File: src/rtl/mips_pkg.sv
// Shared definitions for the program loader: loader FSM encoding and default widths.
package mips_pkg;

  localparam int DATA_WIDTH_DEF = 8;
  localparam int ADDR_WIDTH_DEF = 8;

  typedef enum logic [2:0] {
    ST_IDLE = 3'd0,
    ST_LEN  = 3'd1,
    ST_DATA = 3'd2,
    ST_CHK  = 3'd3,
    ST_RUN  = 3'd4,
    ST_ERR  = 3'd5
  } state_t;

endpackage

File: src/rtl/prog_loader_if.sv
// Byte-stream input and memory write port of the program loader.
//
// Handshake: the producer raises in_valid with in_data stable; a byte is
// transferred on a rising clk edge where in_valid and in_ready are both high.
// in_valid while in_ready is low transfers nothing. memwrite is a one-cycle
// strobe; adr/writedata are only meaningful while memwrite is high and
// otherwise hold their last values.
interface prog_loader_if
  import mips_pkg::*;
#(
  parameter int DATA_WIDTH = DATA_WIDTH_DEF,
  parameter int ADDR_WIDTH = ADDR_WIDTH_DEF
) ();

  logic                  in_valid;
  logic [DATA_WIDTH-1:0] in_data;
  logic                  in_ready;
  logic                  memwrite;
  logic [ADDR_WIDTH-1:0] adr;
  logic [DATA_WIDTH-1:0] writedata;

  // Loader side.
  modport slave (
    input  in_valid, in_data,
    output in_ready, memwrite, adr, writedata
  );

  // Stream source / memory side.
  modport master (
    output in_valid, in_data,
    input  in_ready, memwrite, adr, writedata
  );

endinterface

File: src/rtl/prog_loader.sv
// Program loader: receives length, payload and checksum bytes, writes the
// payload to memory from address 0, then releases the CPU or flags an error.
module prog_loader
  import mips_pkg::*;
#(
  parameter int DATA_WIDTH = DATA_WIDTH_DEF,
  parameter int ADDR_WIDTH = ADDR_WIDTH_DEF
) (
  input  logic           clk,
  input  logic           reset,
  input  logic           start,
  prog_loader_if.slave   bus,
  output logic           loading,
  output logic           cpu_run,
  output logic           err,
  output state_t         dbg_state
);

  state_t                state_q, state_d;
  logic [ADDR_WIDTH-1:0] length_q, length_d;
  logic [ADDR_WIDTH-1:0] ptr_q, ptr_d;
  logic [DATA_WIDTH-1:0] sum_q, sum_d;
  logic                  memwrite_q, memwrite_d;
  logic [ADDR_WIDTH-1:0] adr_q, adr_d;
  logic [DATA_WIDTH-1:0] wdata_q, wdata_d;
  logic                  in_ready;
  logic                  accept;
  logic [ADDR_WIDTH-1:0] last_idx;

  // Length 0 wraps to all-ones here, which encodes a full 2^ADDR_WIDTH load.
  assign last_idx = length_q - ADDR_WIDTH'(1);
  assign accept   = bus.in_valid && in_ready;

  // State and datapath registers; reset wins over everything, including a pending write.
  always_ff @(posedge clk) begin
    if (!reset) begin
      state_q    <= ST_IDLE;
      length_q   <= '0;
      ptr_q      <= '0;
      sum_q      <= '0;
      memwrite_q <= 1'b0;
      adr_q      <= '0;
      wdata_q    <= '0;
    end else begin
      state_q    <= state_d;
      length_q   <= length_d;
      ptr_q      <= ptr_d;
      sum_q      <= sum_d;
      memwrite_q <= memwrite_d;
      adr_q      <= adr_d;
      wdata_q    <= wdata_d;
    end
  end

  // Next-state, datapath updates and state-decoded outputs.
  always_comb begin
    state_d    = state_q;
    length_d   = length_q;
    ptr_d      = ptr_q;
    sum_d      = sum_q;
    memwrite_d = 1'b0;
    adr_d      = adr_q;
    wdata_d    = wdata_q;
    in_ready   = 1'b0;
    loading    = 1'b0;
    cpu_run    = 1'b0;
    err        = 1'b0;

    case (state_q)
      ST_IDLE: begin
        if (start) state_d = ST_LEN;
      end
      ST_LEN: begin
        in_ready = 1'b1;
        loading  = 1'b1;
        if (accept) begin
          length_d = ADDR_WIDTH'(bus.in_data);
          ptr_d    = '0;
          sum_d    = '0;
          state_d  = ST_DATA;
        end
      end
      ST_DATA: begin
        in_ready = 1'b1;
        loading  = 1'b1;
        if (accept) begin
          memwrite_d = 1'b1;
          adr_d      = ptr_q;
          wdata_d    = bus.in_data;
          sum_d      = sum_q + bus.in_data;
          // Pointer stops on the final byte so it never wraps within a load.
          if (ptr_q == last_idx) state_d = ST_CHK;
          else                   ptr_d   = ptr_q + ADDR_WIDTH'(1);
        end
      end
      ST_CHK: begin
        in_ready = 1'b1;
        loading  = 1'b1;
        if (accept) state_d = (bus.in_data == sum_q) ? ST_RUN : ST_ERR;
      end
      ST_RUN: begin
        cpu_run = 1'b1;
        if (start) begin
          ptr_d   = '0;
          sum_d   = '0;
          state_d = ST_LEN;
        end
      end
      ST_ERR: begin
        err = 1'b1;
        if (start) begin
          ptr_d   = '0;
          sum_d   = '0;
          state_d = ST_LEN;
        end
      end
      default: state_d = ST_IDLE;
    endcase
  end

  assign bus.in_ready  = in_ready;
  assign bus.memwrite  = memwrite_q;
  assign bus.adr       = adr_q;
  assign bus.writedata = wdata_q;
  assign dbg_state     = state_q;

endmodule

File: src/flat_wrapper.sv
// flat-port wrapper written by rule: the top's interface ports become plain ports
module prog_loader_flat import mips_pkg::*;
#(
  parameter int DATA_WIDTH = DATA_WIDTH_DEF,
  parameter int ADDR_WIDTH = ADDR_WIDTH_DEF
)
  (clk, reset, start, loading, cpu_run, err, dbg_state, bus_in_valid, bus_in_data, bus_in_ready, bus_memwrite, bus_adr, bus_writedata);
  prog_loader_if #(.DATA_WIDTH(DATA_WIDTH), .ADDR_WIDTH(ADDR_WIDTH)) bus_i ();
  input  logic clk;
  input  logic reset;
  input  logic start;
  output logic loading;
  output logic cpu_run;
  output logic err;
  output state_t dbg_state;
  input wire logic [$bits(bus_i.in_valid)-1:0] bus_in_valid;
  input wire logic [$bits(bus_i.in_data)-1:0] bus_in_data;
  output wire logic [$bits(bus_i.in_ready)-1:0] bus_in_ready;
  output wire logic [$bits(bus_i.memwrite)-1:0] bus_memwrite;
  output wire logic [$bits(bus_i.adr)-1:0] bus_adr;
  output wire logic [$bits(bus_i.writedata)-1:0] bus_writedata;
  assign bus_i.in_valid = bus_in_valid;
  assign bus_i.in_data = bus_in_data;
  assign bus_in_ready = bus_i.in_ready;
  assign bus_memwrite = bus_i.memwrite;
  assign bus_adr = bus_i.adr;
  assign bus_writedata = bus_i.writedata;
  prog_loader #(.DATA_WIDTH(DATA_WIDTH), .ADDR_WIDTH(ADDR_WIDTH)) u_core (.clk(clk), .reset(reset), .start(start), .bus(bus_i), .loading(loading), .cpu_run(cpu_run), .err(err), .dbg_state(dbg_state));
endmodule
File: config.mk
export PLATFORM = sky130hd
export DESIGN_NAME = prog_loader_flat
export DESIGN_NICKNAME = d
export VERILOG_FILES = /design/src/rtl/mips_pkg.sv /design/src/rtl/prog_loader_if.sv /design/src/rtl/prog_loader.sv /design/src/flat_wrapper.sv
export SDC_FILE = /design/constraint.sdc
export NUM_CORES = 1
export LEC_CHECK = 0
export CORE_MARGIN = 1
export CORE_UTILIZATION = 50
export DETAILED_ROUTE_END_ITERATION = 6
export PLACE_DENSITY_LB_ADDON = 0.25
export SLEW_MARGIN = 20
export SYNTH_ARGS = -nofsm -noshare
export SYNTH_HDL_FRONTEND = slang
export SYNTH_SLANG_ARGS = --single-unit
File: constraint.sdc
create_clock -name clk -period 2.4 [get_ports clk]
set_clock_uncertainty 0.1 [all_clocks]
set_input_delay 0.36 -clock clk [delete_from_list [all_inputs] [get_ports clk]]
set_output_delay 0.36 -clock clk [all_outputs]
set_load 0.02 [all_outputs]
After elaboration in Yosys (flattened, before gate mapping)

Index checks and enable logic that the tools add are counted.
W data, S select, Z words.

Logic and storage cells: 54
Bits in registers: 44
Input bits: 12

$add $sub $neg: 3
Equality and inequality tests: 14
Muxes and demuxes: 18
Reductions and logical operators: 12

Operator list:

| kind                  | count |
|---|---|
| $pmux W8 S3           | 2 |
| $mux W8               | 5 |
| $eq A8 B8 Y1          | 2 |
| $mux W3               | 5 |
| $ne A2 B1 Y1 const B  | 6 |
| $pmux W3 S4           | 1 |
| $reduce_and A5 Y1     | 2 |
| $add A8 B1 Y8 const B | 1 |
| $add A8 B8 Y8         | 1 |
| $sub A8 B1 Y8 const B | 1 |
| $eq A3 B2 Y1 const B  | 2 |
| $eq A3 B3 Y1 const B  | 2 |
| $reduce_and A2 Y1     | 3 |
| $reduce_or A3 Y1      | 2 |
| $mux W1               | 5 |
| $reduce_and A4 Y1     | 1 |
| $eq A3 B1 Y1 const B  | 1 |
| $logic_not A3 Y1      | 1 |
| $reduce_bool A3 Y1    | 1 |
| $ne A2 B2 Y1 const B  | 1 |
| $reduce_or A2 Y1      | 1 |
| $logic_and A1 B1 Y1   | 1 |

Logic depth before layout (Yosys ltp)

Gate-level depths: netlist of run 1.

Word-level depth: 6
Mapped depth: 9
Depth with buffers taken out: 8

Worst setup path before layout of run 1

Ideal clock, no wire load.

Kind: reg-to-reg
From: register u_core.state_q[1] (netlist: u_core.dbg_state[1])
To: register u_core.ptr_q[7]
Data required time: 2230 ps
Library setup time: 70 ps
Path buffers: 1
Clock period less this slack: 2107 ps
Stages on the path, launching flop included: 8
Path slack: 293 ps
Arrival: 1937 ps
Path through: dfxtp_1 buf_2 nor3b_4 and2_1 or2_2 nand4_1 or4_1 a21oi_1

Word-level cells in the longest chain between the ends: 6

Ends and longest elaborated chain:

| element                                             | RTL line          | text |
|---|---|---|
| start: declaration                                  | prog_loader.sv:19 | `state_t state_q, state_d;` |
| start signal: assignment                            | prog_loader.sv:45 | `state_q <= state_d;` |
| $eq A3 B1 Y1 / $eq A3 B2 Y1 (equally long branches) | prog_loader.sv:69 | `case (state_q)` |
| $reduce_or A3 Y1 (no source line)                   | n/a               |  |
| $mux W1                                             | prog_loader.sv:69 |  |
| $logic_and A1 B1 Y1                                 | prog_loader.sv:32 | `assign accept = bus.in_valid && in_ready;` |
| $ne A2 B1 Y1 (no source line)                       | n/a               |  |
| $reduce_and A5 Y1 (no source line)                  | n/a               |  |
| end signal: assignment                              | prog_loader.sv:47 | `ptr_q <= ptr_d;` |
| end: declaration                                    | prog_loader.sv:21 | `logic [ADDR_WIDTH-1:0] ptr_q, ptr_d;` |

Several ways; a longest one is shown, not always the timed one.
A chain may end at the register's enable or synchronous reset.

Final worst setup path of run 1

From: register u_core.length_q[0]
To: register u_core.ptr_q[7]

Word-level cells in the longest chain between the ends: 4

Ends and longest elaborated chain:

| element                            | RTL line          | text |
|---|---|---|
| start: declaration                 | prog_loader.sv:20 | `logic [ADDR_WIDTH-1:0] length_q, length_d;` |
| start signal: assignment           | prog_loader.sv:46 | `length_q <= length_d;` |
| $sub A8 B1 Y8                      | prog_loader.sv:31 | `assign last_idx = length_q - ADDR_WIDTH'(1);` |
| $eq A8 B8 Y1                       | prog_loader.sv:92 | `if (ptr_q == last_idx) state_d = ST_CHK;` |
| $ne A2 B2 Y1 (no source line)      | n/a               |  |
| $reduce_and A5 Y1 (no source line) | n/a               |  |

No other way between the ends.

==> results.json, run 1 <==
{
  "clock_path_buffers": 2,
  "yosys_most_used_dff": "dfxtp_1",
  "cts-hold-fix-buffers": 0,
  "synth.largest_area_cell": "dfxtp_1",
  "yosys_warnings": 0,
  "grt_pass1_wl_mm": 9.11,
  "hold_path_depth": 2,
  "ys_types": 52,
  "path_clk_slew_ns": 0.08,
  "synth-edff-count": 0,
  "h-tree-depth": 2,
  "numCtsBuffers": 5,
  "die_area_sq_um": 5010,
  "critPathCaptureType": "register",
  "vias": 2128,
  "cap_violations": 0,
  "dr.first_iter.drc_count": 84,
  "routedWlPerCell_um": 14.3,
  "grt_use_total_pct": 23.4,
  "synth_area_sq_um": 2370,
  "antennaDiodeCount": 0,
  "yosys-top-cells-area": "dfxtp_1 37%, nand2_1 7.8%, a21boi_0 5.1%, ha_1 4.8%, mux2i_1 4.2%",
  "path_cells": "buf_4 -> or4_4 -> a2111oi_4 -> o31ai_2 -> nor3_4 -> buf_4 -> o31ai_1 -> a21oi_1",
  "cts-root-buf": "clkbuf_8",
  "status": "finished clean",
  "rows": 24,
  "synth_cells": 275,
  "io_buffer_count": 35,
  "tns_ns": 0,
  "rsz0062_at_grt": "false",
  "drtAntennaViolNets": 0,
  "initial_utilization_pct": 53.3,
  "tightestPinTransition_ns": 0.653,
  "clock_sinks": 44,
  "cpPeakStageDelay_ns": 0.54,
  "dpl.hpwl_mm": 4.01,
  "cp.arrival_ns": 2.43,
  "ios": 36,
  "hp-class": "reg -> reg",
  "min_from": "u_core.bus.adr[2]",
  "setup_viol": 0,
  "antenna_found_initial": 0,
  "p_leak_nw": 1.16,
  "worst-r2r-setup-slack_ns": 0.10,
  "ir_drop_uv": 430,
  "r2r_start": "u_core.length_q[0]",
  "crit_top_cell": "buf_4",
  "synth_top_area_share_pct": 37.2,
  "timing.rr.end": "u_core.ptr_q[7]",
  "grt_pass1_vias": 1998,
  "place_congestion": 1.01,
  "totalWireLength_mm": 5.48,
  "relSlewSlack_pct": 56.3,
  "viasPerCell": 5.54,
  "synth.most_common_cell": "nand2_1",
  "nets": 354,
  "finalCriticalPeriod_ns": 2.30,
  "layout_worst_path_cycle_share_pct": 95.7,
  "drive_gt1_share_pct": 13.3,
  "fmax_mhz": 435,
  "crit_slowest_cell": "or4_4",
  "slew_violations": 0,
  "grt_max_degree": 21,
  "die_h_um": 70.8,
  "area_delta_synth_final_pct": 27.6,
  "whs_ns": 0.360,
  "async_flop_share_pct": 0,
  "critPathMaxFanout": 9,
  "start_kind": "register",
  "p_per_area_nw_per_um2": 485,
  "synth.top_cells.by_count": "49 x nand2_1, 44 x dfxtp_1, 17 x nor2_1",
  "clk_latency_ns": 0.30,
  "critPathKind": "reg -> reg",
  "ys_ff_latch": 44,
  "syn_area_per_cell_sq_um": 8.61,
  "cts_tree": "done",
  "fp.dieW_um": 70.8,
  "synth_seq_area_share_pct": 37.2,
  "cp.required_ns": 2.53,
  "dr.pass1.iters": 4,
  "drc": 0,
  "grt-ovfl-total": 0,
  "min_to": "u_core.bus.adr[2]",
  "synth_nets": 297,
  "core_sq_um": 4440,
  "r2r_cells": 8,
  "hold_viol": 0,
  "fin_util_pct": 68.0
}
kinds of logic after synthesis:
| group | count (synthesis) | share of synthesized area [%] |
|---|---|---|
| and+or+nand+nor | 113 | 24.2 |
| AOI/OAI and AO/OA | 64 | 19.6 |
| DFF | 44 | 37.2 |
| buffers and inverters | 19 | 3.70 |
| xor gates and xnor gates | 15 | 5.55 |
| muxes | 10 | 4.23 |
| adders and majority gates | 10 | 5.60 |
worst max-delay path: cells and delay by family, from the launching register on:
family / cells / cell delay, ns
AO/OA/AOI/OAI: 4 / 0.69
buffers and inverters: 2 / 0.34
flip-flops: 1 / 0.33
AND/OR/NAND/NOR: 2 / 0.78
layout make-up:
| type | instances | area, sq um |
|---|---|---|
| clock buffers | 6 | 72.6 |
| clock inverters | 1 | 5.00 |
| fillers | 385 | 1420 |
| inverters | 7 | 26.3 |
| multi-input cells | 212 | 1420 |
| flip-flops and latches | 44 | 882 |
| well taps | 52 | 65.1 |
| repair buffers | 62 | 553 |
per-stage QoR:
step | setup slack [ns] | cell area (sq um) | power, mW | std cells
finish | 0.102 | 3020 | 1.46 | 384
global route | 0.00856 | 3020 | 1.53 | 384
CTS | 0.102 | 2990 | 1.47 | 382
detailed placement | -0.149 | 2910 | 1.03 | 375
global placement | -0.0781 | 2910 | 1.03 | 375
floorplan | 0.293 | 2370 | 0.931 | 275
layer usage:
metal  global-route usage [%]  vias to the layer above  wire (um)
li1                         -                     1082          -
met1                     29.3                      997       2450
met2                     39.2                       44       2740
met3                     4.84                        5        235
met4                     9.56                        0         58
met5                        0                        -          0
state kept, by name (all words and copies together), names as in the netlist:
name and cells:
u_core.length_q 8, u_core.dbg_state 3, u_core.bus.adr 8, u_core.ptr_q 8
u_core.sum_q 8, u_core.bus.memwrite 1, u_core.bus.writedata 8
repair_timing:
action,CTS,global route
gates resized for setup,0,6
buffers inserted,0,2
setup endpoints to repair,0,8
hold endpoints to repair,0,0
cell usage in the layout (no fill, tap or decap), types with 3 or more instances in the layout:
master / count
dfxtp_1: 43
buf_4: 27
and2_1: 3
o21ai_0: 9
or3_1: 4
nor2_1: 17
a21oi_1: 8
xnor2_1: 5
xor2_1: 9
or4_1: 3
o21ai_1: 6
nor2b_1: 9
mux2i_1: 10
a21boi_0: 16
ha_1: 9
nand4_1: 3
nand2_1: 49
inv_1: 7
clkbuf_8: 5
nor3_1: 7
clkdlybuf4s50_1: 35
worst max-delay path by stage:
stage / start / to / slack, ns
after floorplan: u_core.dbg_state[1] / u_core.ptr_q[7] / 0.29
after global placement: bus_in_data[0] / u_core.sum_q[6] / -0.08
after detailed placement: bus_in_data[1] / u_core.dbg_state[0] / -0.15
after CTS: u_core.length_q[1] / u_core.ptr_q[7] / 0.10
after global routing: bus_in_data[1] / u_core.dbg_state[0] / 0.009
final: u_core.length_q[0] / u_core.ptr_q[7] / 0.10
power by group:
| part | leakage [nW] | internal, mW | switching, mW |
|---|---|---|---|
| Combinational | 0.764 | 0.127 | 0.130 |
| Clock | 0.0410 | 0.198 | 0.243 |
| Sequential | 0.356 | 0.746 | 0.0204 |
| Total | 1.16 | 1.07 | 0.394 |
(Power assumes the default switching activity.)
==> run 2: changes to the inputs <==
--- a/config.mk
+++ b/config.mk
@@ -8,7 +8,7 @@
 export CORE_MARGIN = 1
 export CORE_UTILIZATION = 50
 export DETAILED_ROUTE_END_ITERATION = 6
-export PLACE_DENSITY_LB_ADDON = 0.25
+export PLACE_DENSITY = 0.82
 export SLEW_MARGIN = 20
 export SYNTH_ARGS = -nofsm -noshare
 export SYNTH_HDL_FRONTEND = slang
==> results.json, run 2 (synthesis gave the netlist of run 1 again) <==
{
  "die_area_sq_um": 5010,
  "drive_gt1_share_pct": 13.3,
  "dr.first_iter.drc_count": 139,
  "cts_tree": "done",
  "rsz0062_at_grt": "true",
  "pre_cts_ws_ns": -0.251,
  "rows": 24,
  "critPathKind": "reg -> reg",
  "vias": 2178,
  "grt-ovfl-total": 0,
  "cts-hold-fix-buffers": 0,
  "antenna_found_initial": 0,
  "finalCriticalPeriod_ns": 2.41,
  "relSlewSlack_pct": 57.4,
  "place_congestion": 0.898,
  "path_clk_slew_ns": 0.08,
  "grt_max_degree": 21,
  "cts-root-buf": "clkbuf_8",
  "antennaDiodeCount": 0,
  "finalPower_mw": 1.48,
  "status": "finished, violations left",
  "cpPeakStageDelay_ns": 0.44,
  "drc": 0,
  "hold_viol": 0,
  "clock_path_buffers": 2,
  "top_usage_layer": "met2",
  "grt_use_total_pct": 23.2,
  "crit_slowest_cell": "a221oi_1",
  "io_buffer_count": 35,
  "use_met3_pct": 4.99,
  "h-tree-depth": 2,
  "totalWireLength_mm": 5.74,
  "hp-class": "in -> reg",
  "violations": "negative setup slack",
  "fp.dieW_um": 70.8,
  "fmax_mhz": 414,
  "initial_utilization_pct": 53.3,
  "nFillCells": 366,
  "ir_drop_uv": 316,
  "multi_input_area_sq_um": 1430,
  "p_leak_nw": 1.16,
  "viasPerCell": 5.70,
  "start_kind": "register",
  "routedWlPerCell_um": 15.0,
  "use_met2_pct": 39.0,
  "area_delta_synth_final_pct": 27.5,
  "seq_area_sq_um": 882,
  "critPathMaxFanout": 6,
  "dpl.hpwl_mm": 4.01,
  "slew_violations": 0,
  "ios": 36,
  "cp.arrival_ns": 2.51,
  "layout_common_cells": "49 x nand2_1, 43 x dfxtp_1, 34 x clkdlybuf4s50_1",
  "clk_latency_ns": 0.30,
  "use_met1_pct": 29.2,
  "grt_pass1_vias": 2047,
  "layout_worst_path_cycle_share_pct": 101,
  "critPathCaptureType": "register",
  "core_sq_um": 4440,
  "setup_viol": 3,
  "grt_pass1_wl_mm": 9.23,
  "p_per_area_nw_per_um2": 491,
  "worst_slack_ns": -0.0143,
  "tightestPinTransition_ns": 0.637,
  "numCtsBuffers": 5,
  "cap_violations": 0,
  "dr.pass1.iters": 6,
  "drtAntennaViolNets": 0,
  "die_h_um": 70.8,
  "cp.required_ns": 2.50,
  "path_cells": "inv_1 -> ha_1 -> o21ba_2 -> a221oi_1 -> a41oi_2 -> nor3_1 -> or3_1 -> a21boi_1",
  "tns_ns": -0.0279,
  "layout_commonest_cell": "nand2_1",
  "nets": 352,
  "clock_sinks": 44
}
## run 2: cell count changes in the layout (fill, tap and decap cells not counted), sizes merged
| cell | change |
|---|---|
| dlymetal6s2s | +1 |
| clkdlybuf4s50 | -1 |
| clkbuf | -1 |
| nor3 | +1 |
| buf | -3 |
| clkinvlp | +1 |
## run 2: metrics by stage
stage / hold slack [ns] / area, sq um / instances / utilization [%]
floorplan: 0.329 / 2370 / 275 / -
global placement: 0.339 / 2900 / 374 / 65.3
detailed placement: 0.353 / 2900 / 374 / 65.3
CTS: 0.368 / 2980 / 381 / 67.1
global route: 0.364 / 3020 / 382 / 67.9
finish: 0.340 / 3020 / 382 / 67.9
## run 2: layout make-up
type | count | share of cell area (%)
inverters | 7 | 0.871
repair buffers | 59 | 17.7
well taps | 52 | 2.16
clock inverters | 2 | 0.415
multi-input cells | 213 | 47.4
clock buffers | 5 | 2.28
flip-flops and latches | 44 | 29.2
## run 2: layer usage
layer	vias to the layer above	wire length (um)
met1	1029	2500
met4	0	126
li1	1080	-
met2	55	2860
met5	-	0
met3	14	260
## run 2: path summary, 6_finish.rpt
| check | from | to | slack [ns] | depth (start not counted) |
|---|---|---|---|---|
| hold / removal | bus_in_data[1] | u_core.bus.writedata[1] | 0.34 | 3 |
| setup / recovery | u_core.length_q[0] | u_core.ptr_q[0] | -0.01 | 8 |
| hold reg to reg | u_core.bus.writedata[1] | u_core.bus.writedata[1] | 0.36 | 2 |
| setup reg to reg | u_core.length_q[0] | u_core.ptr_q[0] | -0.01 | 8 |
## run 2: power by group
part	internal (mW)	leakage (nW)	switching (mW)
combinational	0.127	0.761	0.136
clock	0.197	0.0400	0.255
sequential	0.746	0.356	0.0206
total	1.07	1.16	0.411
## run 2: what timing repair did
action / 4_1_cts / 5_1_grt
gates resized for setup: 0 / 7
setup endpoints to repair: 0 / 10
setup buffers: 0 / 0
## run 2: worst max-delay path, delay by kind of cell (launching register included)
| kind | cells | cell delay [ns] |
|---|---|---|
| AOI/OAI and AO/OA | 4 | 0.88 |
| DFF | 1 | 0.38 |
| adders and majority gates | 1 | 0.29 |
| buffers and inverters | 1 | 0.06 |
| and+or+nand+nor | 2 | 0.60 |
==> patch 1 (flow settings as in run 2) <==
Reset style: asynchronous (`reset`), changed in one clocked block.
--- a/src/rtl/prog_loader.sv
+++ b/src/rtl/prog_loader.sv
@@ -34,3 +34,3 @@
   // State and datapath registers; reset wins over everything, including a pending write.
-  always_ff @(posedge clk) begin
+  always_ff @(posedge clk or negedge reset) begin
     if (!reset) begin
Behaviour: differs if reset is asserted again (counterexample within 4 cycles, from zero or initial values and one cycle with reset low); with reset held inactive, the same outputs for 4 cycles.
==> patch 1 against run 2 <==
- cell area is 5.3% higher
- cell count rose by 0.79%
- register-to-register slack better by 110 ps
- sequential cell count did not move
- wire length decreased by 1.5%
- worst hold slack gained 36 ps
- global-route usage increased by 0.25 points
- setup slack gained 82 ps
- critical endpoint is now u_core.sum_q[7]$_DFFE_PN0P_
- critical path type is now primary input to flip-flop
- area after synthesis rose by 5.5%
Power is not compared: it rests on default switching activity, and its combinational part moved more than twofold at a synthesized area within 25%.
==> patch 1: results (changes against run 2) <==
status=finished, final reports clean; multi-input gates=197 (-7.5%); reg2reg end=u_core.ptr_q[0]$_DFFE_PN0P_; nets=339 (-3.7%); Hold Path Class=flip-flop to flip-flop; slowest stage cell, crit path=clkdlybuf4s50_1; Final clock-cell share=0.0351 (+0.00810); crit path DAT=2420 ps (-90 ps); placed cell area=3000 um2 (+3.3%); Logic inverters=13 (+6); met2 usage=0.382 (-0.00782); Synth Area in Compound Gates=0.146 (-0.0498); worst setup path start=bus_in_data[1]; Multi-input gate area=1320 um2 (-7.4%); total track usage=0.234 (+0.00254); post-synthesis xor/xnor area fraction=0.0731 (+0.0176); Fill cells=357 (-2.5%); P&R area growth vs syn=27.1%; Worst-Margin Slew=635 ps (-2.22 ps); r2r startpoint=u_core.length_q[0]$_DFFE_PN0P_; wire per inst=14.7 um (-2.3%); GPL Wtd Cong=0.857 (-4.5%); end of the critical path=u_core.sum_q[7]$_DFFE_PN0P_; Hold Buf Count CTS=1 (+1); mux cell area share after synthesis=0.0361 (-0.00623); buffering overhead=0.159 (-0.0175); metal2 WL=2830 um (-0.91%); Seq/Total Area, Yosys=0.441 (+0.0686); DRC marker count from the first detailed-route iteration=155 (+12%); largest cells by area after synthesis=dfrtp_1, nand2_1, ha_1; register area=1100 um2 (+25%); FFs w/ async S/R, synth=1.00 (+1.00); grt met3 use=0.0304 (-0.0195); net count after synthesis=286 (-3.7%); vias=2084 (-4.3%); post_cts resized=2 (+2); Hold Startpoint=u_core.bus.writedata[0]$_DFFE_PN0P_; r2r worst-path depth=9 (+1); met1 WL=2560 um (+2.4%); drt pass-1 iters=4 (-2); depth of the worst hold-timing path=2 (-1); share of layout cells above drive strength 1=0.195 (+0.0616); Seq/total area=0.347 (+0.0551); met1 usage=0.314 (+0.0215); Max stage delay on crit path=420 ps (-20 ps); Max FO, Critical Path=2 (-4); fraction of the mapped netlist area in adder cells=0.0531 (-0.00295); dpl hpwl=3930 um (-2.0%); first-pass GRT wire length=9370 um (+1.6%); Non-Clock Buffer Count=56 (-5.1%); met3 wire len=203 um (-22%); largest net degree at the start of global routing=37 (+76%); Worst R2R Setup Slack=100 ps (+110 ps); Main synth FF type=dfrtp_1; vias in the first global route=1967 (-3.9%)
## patch 1: changes by cell type in the layout (fill, tap and decap cells not counted), moves of 5 or more
| cell | change |
|---|---|
| a21boi_0 | -16 |
| mux2i_1 | -10 |
| dfxtp_1 | -43 |
| mux2_2 | +7 |
| o21ai_1 | -5 |
| dfrtp_1 | +42 |
| nand2_1 | +9 |
| nor2b_1 | -9 |
| nor2_1 | +5 |
## patch 1: where the power goes
part | internal, W | switching [W]
sequential | 0.00103 | 0.000332
combinational | 0.000948 | 0.00106
clock | 0.000308 | 0.000264
total | 0.00228 | 0.00166
## patch 1: per-stage QoR
stage | power [W] | worst slack, ps | setup TNS [ps] | hold slack [ps] | cells
after floorplan | 0.00264 | 170 | 0 | -35.6 | 264
after global placement | 0.00323 | -274 | -383 | 314 | 373
after detailed placement | 0.00331 | -344 | -571 | 323 | 373
after CTS | 0.00390 | 2.77 | 0 | 383 | 382
after global routing | 0.00422 | -7.74 | -7.74 | 397 | 385
final | 0.00394 | 67.7 | 0 | 376 | 385
==> patch 2 (config.mk and constraints of run 2) <==
Without the edit above. Set the package constant `DATA_WIDTH_DEF` to 12 (it was 8).
--- a/src/rtl/mips_pkg.sv
+++ b/src/rtl/mips_pkg.sv
@@ -3,3 +3,3 @@
 
-  localparam int DATA_WIDTH_DEF = 8;
+  localparam int DATA_WIDTH_DEF = 12;
   localparam int ADDR_WIDTH_DEF = 8;
Ports: changed (resized bus_in_data and bus_writedata); port bits go from 36 to 44. No check against the original RTL was run, so the function may have changed too.
==> patch 2 against run 2 <==
- the run still ends with negative setup slack left
- wire length rose by 28%
- non-clock buffer count rose by 27
- count of clock-buffer cells in the layout did not move
- setup slack got worse by 130 ps
- fmax fell by 5.2%
- area after synthesis rose by 23%
- sequential cell count rose by 8
- cell area rose by 28%
- die area rose by 23%
Power is not compared: it rests on default switching activity, and its combinational part moved more than twofold at a synthesized area within 25%.
==> patch 2: results (changes against run 2) <==
Synth cell types=59 (+13%); Max FO, Critical Path=4 (-2); final worst slack=-146 ps (-132 ps); TNS Setup=-1060 ps (-1030 ps); slew margin rel.=0.428 (-0.146); DRC marker count from the first detailed-route iteration=126 (-9.4%); CP delay by family, top=simple AND/OR/NAND/NOR gates; port bufs=43 (+23%); GPL Wtd Cong=0.860 (-4.2%); post-synthesis xor/xnor area fraction=0.0570 (+0.00149); crit path DAT=2710 ps (+200 ps); placed cell area=3670 um2 (+26%); failing checks=negative setup slack; r2r startpoint=u_core.length_q[1]$_SDFFE_PN0P_; vias in the first global route=2696 (+32%); Vias/cell=5.72 (+0.40%); status=complete, but fails checks; mux cell area share after synthesis=0.0381 (-0.00415); share of layout cells above drive strength 1=0.171 (+0.0377); Final setup viols=9 (+6); nets=450 (+28%); dpl hpwl=5340 um (+33%); drt pass-1 iters=4 (-2); Hold Startpoint=bus_in_data[0]; Seq/Total Area, Yosys=0.356 (-0.0156); net count after synthesis=373 (+26%); Reg clk slew, reported paths=100 ps (+20 ps); r2r worst-path depth=10 (+2); wire per inst=14.9 um (-0.65%); total track usage=0.249 (+0.0177)
## patch 2: area by class of cell
cell class                 count  area (um2)
clock inverter                 3        22.5
clock buffer                   5        68.8
sequential                    52        1040
inverter                       6        22.5
timing repair buffer          86         756
multi-input combinational    269        1850
fill                         454        1720
tap                           72        90.1
## patch 2: power breakdown
part / switching [W] / leakage [nW] / internal, W
registers: 0.0000396 / 0.422 / 0.000899
logic: 0.000270 / 1.01 / 0.000264
clock network: 0.000315 / 0.0485 / 0.000210
total: 0.000625 / 1.48 / 0.00137
## patch 2: repair_timing
item                       CTS  global route
setup endpoints to repair    9            14
buffers inserted             2             4
pin swaps                    5             8
gates cloned                 0             1
resized for setup            4             6
## patch 2: logic make-up (layout without fill, tap and decap cells)
| family | after synthesis | count (layout) |
|---|---|---|
| adder cells (fa/ha/maj) | 14 | 14 |
| multiplexers | 11 | 11 |
| flip-flops | 52 | 52 |
| XOR/XNOR | 19 | 19 |
| AND/OR/NAND/NOR | 137 | 137 |
| buffers and inverters | 23 | 100 |
| AO/OA/AOI/OAI | 87 | 88 |
## patch 2: metal layers
| metal | up-vias | GRT usage | wire [um] |
|---|---|---|---|
| li1 | 1383 | - | - |
| met1 | 1348 | 0.298 | 3190 |
| met2 | 78 | 0.447 | 3750 |
| met3 | 13 | 0.0372 | 289 |
| met4 | 0 | 0.0944 | 133 |
| met5 | - | 0 | 0 |
## patch 2: worst reg2reg max path, stage by stage (launching register included)
cell and delay, ps:
dfxtp_2 340, inv_2 60, ha_4 130, or3b_4 370
or4_4 430, a2111oi_4 340, buf_4 190, buf_4 120
a41oi_4 140, nor2b_1 160, o21a_1 120
## patch 2: worst max-delay path by stage
stage / start / to / cells after the start
final: u_core.length_q[1]$_SDFFE_PN0P_ / u_core.ptr_q[0]$_SDFFE_PN0P_ / 10
after CTS: u_core.length_q[1]$_SDFFE_PN0P_ / u_core.ptr_q[5]$_SDFFE_PN0P_ / 8
after floorplan: u_core.length_q[1]$_SDFFE_PN0P_ / u_core.ptr_q[2]$_SDFFE_PN0P_ / 8
after global placement: bus_in_data[0] / u_core.sum_q[8]$_SDFFE_PN0P_ / 9
after detailed placement: bus_in_data[0] / u_core.sum_q[8]$_SDFFE_PN0P_ / 9
after global routing: u_core.length_q[0]$_SDFFE_PN0P_ / u_core.ptr_q[5]$_SDFFE_PN0P_ / 9
## patch 2: per-stage QoR
stage                     instances  setup WS [ps]  hold slack, ps
after detailed placement        478           -232             345
final                           493           -146             300
after CTS                       488          -75.0             359
after global routing            493           -266             338
after global placement          478           -155             336
after floorplan                 343           7.54             329
